===== src/rtl/cache_arbiter.sv =====
`default_nettype none
// ============================================================================
// Module   : cache_arbiter
// Purpose  : Shares one cacheline memory port between the I-cache and D-cache
//            miss paths, one outstanding line transaction at a time.
// Revision : 1.0  initial release
// ============================================================================
module cache_arbiter #(
    parameter int LINE_W = 256,
    parameter int ADDR_W = 32
) (
    input  logic              clk,
    input  logic              rst,

    input  logic              icache_read,
    input  logic [ADDR_W-1:0] icache_address,
    output logic [LINE_W-1:0] icache_rdata,
    output logic              icache_resp,

    input  logic              dcache_read,
    input  logic              dcache_write,
    input  logic [ADDR_W-1:0] dcache_address,
    input  logic [LINE_W-1:0] dcache_wdata,
    output logic [LINE_W-1:0] dcache_rdata,
    output logic              dcache_resp,

    output logic              pmem_read,
    output logic              pmem_write,
    output logic [ADDR_W-1:0] pmem_address,
    output logic [LINE_W-1:0] pmem_wdata,
    input  logic [LINE_W-1:0] pmem_rdata,
    input  logic              pmem_resp,

    output logic              busy
);

    localparam int                c_off_w     = $clog2(LINE_W / 8);
    localparam logic [ADDR_W-1:0] c_addr_mask = {{(ADDR_W - c_off_w){1'b1}}, {c_off_w{1'b0}}};

    typedef enum logic [1:0] {
        S_IDLE   = 2'd0,
        S_I_BUSY = 2'd1,
        S_D_BUSY = 2'd2,
        S_DONE   = 2'd3
    } state_t;

    state_t            state_q,     state_d;
    logic              last_d_q,    last_d_d;
    logic [ADDR_W-1:0] req_addr_q,  req_addr_d;
    logic [LINE_W-1:0] req_wdata_q, req_wdata_d;
    logic              req_write_q, req_write_d;

    logic w_i_pend;
    logic w_d_pend;
    logic w_cmd_active;

    assign w_i_pend = icache_read;
    assign w_d_pend = dcache_read | dcache_write;

    always_comb begin
        state_d     = state_q;
        last_d_d    = last_d_q;
        req_addr_d  = req_addr_q;
        req_wdata_d = req_wdata_q;
        req_write_d = req_write_q;

        case (state_q)
            S_IDLE: begin
                // On a tie the I-cache wins only if the D-cache had the last grant.
                if (w_i_pend && (!w_d_pend || last_d_q)) begin
                    state_d     = S_I_BUSY;
                    last_d_d    = 1'b0;
                    req_addr_d  = icache_address;
                    req_wdata_d = '0;
                    req_write_d = 1'b0;
                end else if (w_d_pend) begin
                    state_d     = S_D_BUSY;
                    last_d_d    = 1'b1;
                    req_addr_d  = dcache_address;
                    req_wdata_d = dcache_wdata;
                    req_write_d = dcache_write;
                end
            end
            S_I_BUSY, S_D_BUSY: begin
                if (pmem_resp) begin
                    state_d = S_DONE;
                end
            end
            S_DONE:  state_d = S_IDLE;
            default: state_d = S_IDLE;
        endcase
    end

    always_ff @(posedge clk) begin
        if (rst) begin
            state_q     <= S_IDLE;
            last_d_q    <= 1'b1;
            req_addr_q  <= '0;
            req_wdata_q <= '0;
            req_write_q <= 1'b0;
        end else begin
            state_q     <= state_d;
            last_d_q    <= last_d_d;
            req_addr_q  <= req_addr_d;
            req_wdata_q <= req_wdata_d;
            req_write_q <= req_write_d;
        end
    end

    // Memory-side outputs decode from registered state only.
    assign w_cmd_active = (state_q == S_I_BUSY) || (state_q == S_D_BUSY);

    assign pmem_read    = w_cmd_active & ~req_write_q;
    assign pmem_write   = w_cmd_active &  req_write_q;
    assign pmem_address = w_cmd_active ? (req_addr_q & c_addr_mask) : '0;
    assign pmem_wdata   = w_cmd_active ? req_wdata_q : '0;

    // A reset in the completion cycle aborts the transaction, so no resp escapes.
    assign icache_resp  = (state_q == S_I_BUSY) & pmem_resp & ~rst;
    assign dcache_resp  = (state_q == S_D_BUSY) & pmem_resp & ~rst;

    assign icache_rdata = pmem_rdata;
    assign dcache_rdata = pmem_rdata;

    assign busy         = (state_q != S_IDLE);

endmodule
`default_nettype wire


===== config.mk =====
export PLATFORM = sky130hd
export DESIGN_NAME = cache_arbiter
export DESIGN_NICKNAME = d
export VERILOG_FILES = /design/src/rtl/cache_arbiter.sv
export SDC_FILE = /design/constraint.sdc
export NUM_CORES = 1
export LEC_CHECK = 0
export CAP_MARGIN = 20
export CORE_AREA = 2 2 545 547
export CTS_CLUSTER_DIAMETER = 120
export DETAILED_ROUTE_END_ITERATION = 7
export DIE_AREA = 0 0 547 549
export SYNTH_ARGS = -nofsm -noshare
export SYNTH_HDL_FRONTEND = slang
export SYNTH_SLANG_ARGS = --single-unit

===== constraint.sdc =====
create_clock -name clk -period 2.91 [get_ports clk]
set_input_delay 0.4365 -clock clk [delete_from_list [all_inputs] [get_ports clk]]
set_output_delay 0.4365 -clock clk [all_outputs]
set_load 0.01 [all_outputs]

* Word-level counts from Yosys, hierarchy flattened
Cells that the tools add are included.
Operators by class: equality and inequality tests 5, multiplexer cells 14, bitwise operators 9, reduce and logical (&&, ||, !) cells 10
Operators with widths (count):
- $mux 256 | 3
- $mux 32 | 3
- $and 1x1->1 | 6
- $mux 2 | 3
- $pmux 2 s3 | 1
- $eq 2x2->1 const B | 2
- $mux 1 | 4
- $reduce_and 2->1 | 2
- $reduce_bool 2->1 | 2
- $ne 3x3->1 const B | 1
- $eq 2x1->1 const B | 1
- $logic_not 2->1 | 1
- $logic_or 1x1->1 | 2
- $ne 2x2->1 const B | 1
- $not 1->1 | 2
- $reduce_or 2->1 | 1
- $logic_and 1x1->1 | 1
- $logic_not 1->1 | 1
- $or 1x1->1 | 1
Storage, ports and cells: register bits 292, word-level logic and storage cells 43

* Longest topological paths before layout
depth after elaboration 6, mapped depth 8, depth with buffers taken out 5

* Worst setup path before layout
OpenSTA, ideal clock, no wires.
path type register -> output, start point reg state_q[0], end point out pmem_wdata[100], arrival 1540 ps, data required time 2474 ps, path slack 934 ps, stages on the path, launching flop included 7, path buffers 3, cells stage by stage dfxtp_1 inv_1 ha_1 clkbuf_1 clkbuf_1 clkbuf_1 and2_1
On the way: longest elaborated chain between the ends 3, elaborated cells between the ends (all ways) 4, those cells by class eq/ne: 2; mux: 1; reduce/logical: 1
Ends and longest elaborated chain:
- start: declaration | line 47 | state_t state_q, state_d;
- start signal: assignment | line 102 | state_q <= state_d;
- $eq 2x1->1 or $eq 2x2->1 (tied branches) | line 111 | assign w_cmd_active = (state_q == S_I_BUSY) || (state_q == S_D_BUSY);
- $logic_or 1x1->1 * | line 111
- $mux 256 * | line 116 | assign pmem_wdata = w_cmd_active ? req_wdata_q : '0;
- end: declaration | line 30 | output logic [LINE_W-1:0] pmem_wdata,
Every way passes the cells marked *; elsewhere a longest branch is shown, timed or not.

* Worst setup path after layout
start point reg state_q[0], end point out pmem_wdata[89]
The elaborated chain is that of the path after synthesis.

==> impl_results.md <==
* Pint at ~13 mW
* # setup viols final at 0
* Clock Path Buffers at 3
* CP Launch Type: flip-flop
* Max Transition Viols Final at 0
* Seq cells post-synth at 287
* CP Max Fanout at 17
* Final hold violations at 0
* Starting density of the core at 0.0557
* Area grow syn2layout at 63.5%
* Vias at 15.1k
* DIE HEIGHT at 549 um
* Seq/Total Area, Yosys at 0.350
* Iter 0 DRT Violations at 1682
* Switch Pwr at 9.99 mW
* Crit. End Element: output pin
* Max Clock Skew at about 30 ps
* Worst endpoint required time at 2470 ps
* Largest net degree at the start of global routing at 131
* Worst path slowest cell: dfxtp_2
* Buffers & Inverters on Critical Path at 6
* Crit path max-delay family: buffers and inverters
* Status: finished clean
* Number of hold buffers added after CTS at 0
* Antenna viol nets, final at 0
* Global route overflow at 0
* RSZ-0062 raised after global routing: yes
* Peak VDD IR at 676 uV
* Setup crit start: state_q[0]$_SDFFE_PP0P_
* Antenna violations before repair at 71
* Max Clk Rate at 349 MHz
* # IOs at 1387
* Layout Nets at 2542
* Root buffer cell: clkbuf_16
* # Max-Cap Violations at 0
* Die width at roughly 550 um
* # rows at 200
* Crit path time final at around 2900 ps
* Number of synthesized flops with an enable pin at 0
* Pwr dens at roughly 870 nW/um^2
* CTS tree: yes
* Fin util at 0.0911
* Cell leakage power at 9.09 nW
* Min Hold Slack at 145 ps
* Relative slew slack at 0.398
* Crit path kind: reg2out
* Slew @ Worst Pin at ~900 ps
* Post-synthesis cell area at 16400 um^2
* Peak per-stage delay on the critical path at between 300 and 400 ps
* Port bufs at 603
* First-pass GRT wire length at around 230000 um
* Vias in the first global route at approximately 14k
* Die area at 300000 um^2
* Vias per cell at 2.54
* Max H-tree Level at 2
* First drt pass iteration count at 5
* Main flop type after synthesis: dfxtp_1
* Final worst-path cycle share at 0.985
* Seq pwr share at 0.248
* CTS sink count at 287
* Yosys warnings at 0
* Wirelength per Cell at 33.7 um
* Gr usage total at 0.126
* Detailed Place HPWL at 174000 um
* Hold_sp: rst
* Final non-filler cell total at 5944
* Syn_area_per_cell at 8.63 um^2
* Synthesized instance count at between 1.5k and 2k
* Critical path's most frequent cell: buf_12
* Worst min-delay path class: in2reg
* Placed insts at slightly below 6k
* Drt total wl at approximately 200000 um
* Gate power share at 0.533
* Core area at 295000 um^2
* Sw frac at 0.426
* Unique masters post-synth at 33
* Crit path DAT at 2430 ps
* Clk network pwr share at 0.220
* Ys async rst share at 0
* DRC Markers at 0
* Layout cells sized above 1 at 0.218
* Final worst setup slack at 43.7 ps
* Total CTS buffers at 38
* Dpl ws at approximately 380 ps
* Worst R2R Start: state_q[0]$_SDFFE_PP0P_
* Clock-pin slew on the worst setup and hold paths at 60 ps
* Critical Path, Cell by Cell: inv_2 > ha_4 > buf_12 > buf_4 > buf_12 > buf_16 > and2_4 > dlygate4sd2_1
* Clk_lat worst skew at about 650 ps
* GP Congestion at 0.883
worst paths after layout:
kind / end / slack (ps) / cells after the start
hold reg to reg: req_wdata_q[172]$_SDFFE_PP0P_ / 480 / 2
hold / removal: req_wdata_q[125]$_SDFFE_PP0P_ / 140 / 2
setup reg to reg: req_wdata_q[145]$_SDFFE_PP0P_ / 870 / 7
setup / recovery: pmem_wdata[89] / 40 / 8
what timing repair did:
item | CTS | global route
pin swaps | 3 | 1
gates cloned | 12 | 3
setup endpoints to repair | 203 | 24
resized for setup | 245 | 32
buffers inserted | 24 | 10
area by class of cell:
| cell class | instances | area (um^2) |
|---|---|---|
| Tap cell | 3939 | 4930 |
| Clock buffer | 51 | 1090 |
| Clock inverter | 17 | 210 |
| Fill cell | 34100 | 268000 |
| Antenna cell | 20 | 50.0 |
| Sequential cell | 287 | 5750 |
| Timing Repair Buffer | 690 | 8830 |
| Multi-Input combinational cell | 935 | 6000 |
| Inverter | 5 | 18.8 |
logic make-up after synthesis:
logic type,Yosys count,synth area share
and+or+nand+nor,558,0.172
other,1,0.000228
AOI/OAI and AO/OA,369,0.176
adders and majority gates,3,0.00228
buffers and inverters,687,0.300
DFF,287,0.350
flip-flops by register name (all words and copies together), names as in the netlist:
register	count
state_q	2
req_addr_q	27
req_wdata_q	256
last_d_q	1
req_write_q	1
worst register-to-register path, stage by stage (launching register included):
cell and delay, ps:
dfxtp_2 330, inv_2 70, ha_4 200, a21boi_4 210
buf_12 240, buf_12 520, a32oi_1 240, nor2_1 130
through the flow:
| step | TNS (ps) | area (um^2) | power [mW] |
|---|---|---|---|
| after floorplan | 0 | 16500 | 10.5 |
| after global placement | 0 | 24600 | 15.4 |
| after detailed placement | 0 | 24600 | 15.4 |
| after CTS | -2330 | 26600 | 23.2 |
| after global routing | -46.8 | 26800 | 24.7 |
| final | 0 | 26900 | 23.4 |
synthesized netlist by cell type, drive strengths merged, types with 2 or more instances:
library cell / instances / area share
a21boi: 2 / 0.0011
and2: 284 / 0.11
a31oi: 23 / 0.0088
o21ai: 51 / 0.016
buf: 610 / 0.28
clkbuf: 72 / 0.016
and3: 2 / 0.00076
nor2: 262 / 0.060
a21oi: 25 / 0.0076
a311oi: 4 / 0.0021
ha: 3 / 0.0023
inv: 5 / 0.0011
a32oi: 256 / 0.14
nor2b: 2 / 0.00076
nand3: 4 / 0.0012
dfxtp: 287 / 0.35
routing by layer:
metal | part of all wire | GRT usage
met5 | 0.0021 | 0.00997
met1 | 0.23 | 0.0854
met2 | 0.40 | 0.177
met4 | 0.052 | 0.0590
met3 | 0.32 | 0.183
placed cells by master (no fill, tap or decap), types with 3 or more instances in the layout:
cell type,netlist,routed
a21oi_1,25,25
a311oi_1,4,4
a31oi_1,23,23
a32oi_1,256,256
and2_1,284,189
and2_2,0,43
and2_4,0,52
buf_12,0,183
buf_16,0,11
buf_4,518,48
bufbuf_16,0,5
bufinv_16,0,3
clkbuf_1,72,5
clkbuf_16,0,42
clkbuf_2,0,6
clkbuf_8,0,7
clkdlybuf4s15_1,0,9
clkdlybuf4s15_2,0,3
clkdlybuf4s50_1,0,327
clkinv_2,0,6
conb_1,1,5
dfxtp_1,287,285
diode_2,0,20
dlygate4sd2_1,0,89
inv_1,5,3
inv_8,0,3
nand3_1,4,4
nor2_1,262,262
o21ai_0,51,51
power groups by stage:
stage                     Combinational [mW]  Sequential, mW  Clock [mW]
final                                   12.5            5.80        5.15
after global routing                    13.5            5.85        5.41
after CTS                               12.0            5.78        5.35
after detailed placement                9.54            5.84           0
after global placement                  9.57            5.85           0
after floorplan                         5.36            5.12           0
Power figures use the tool's default switching activity.
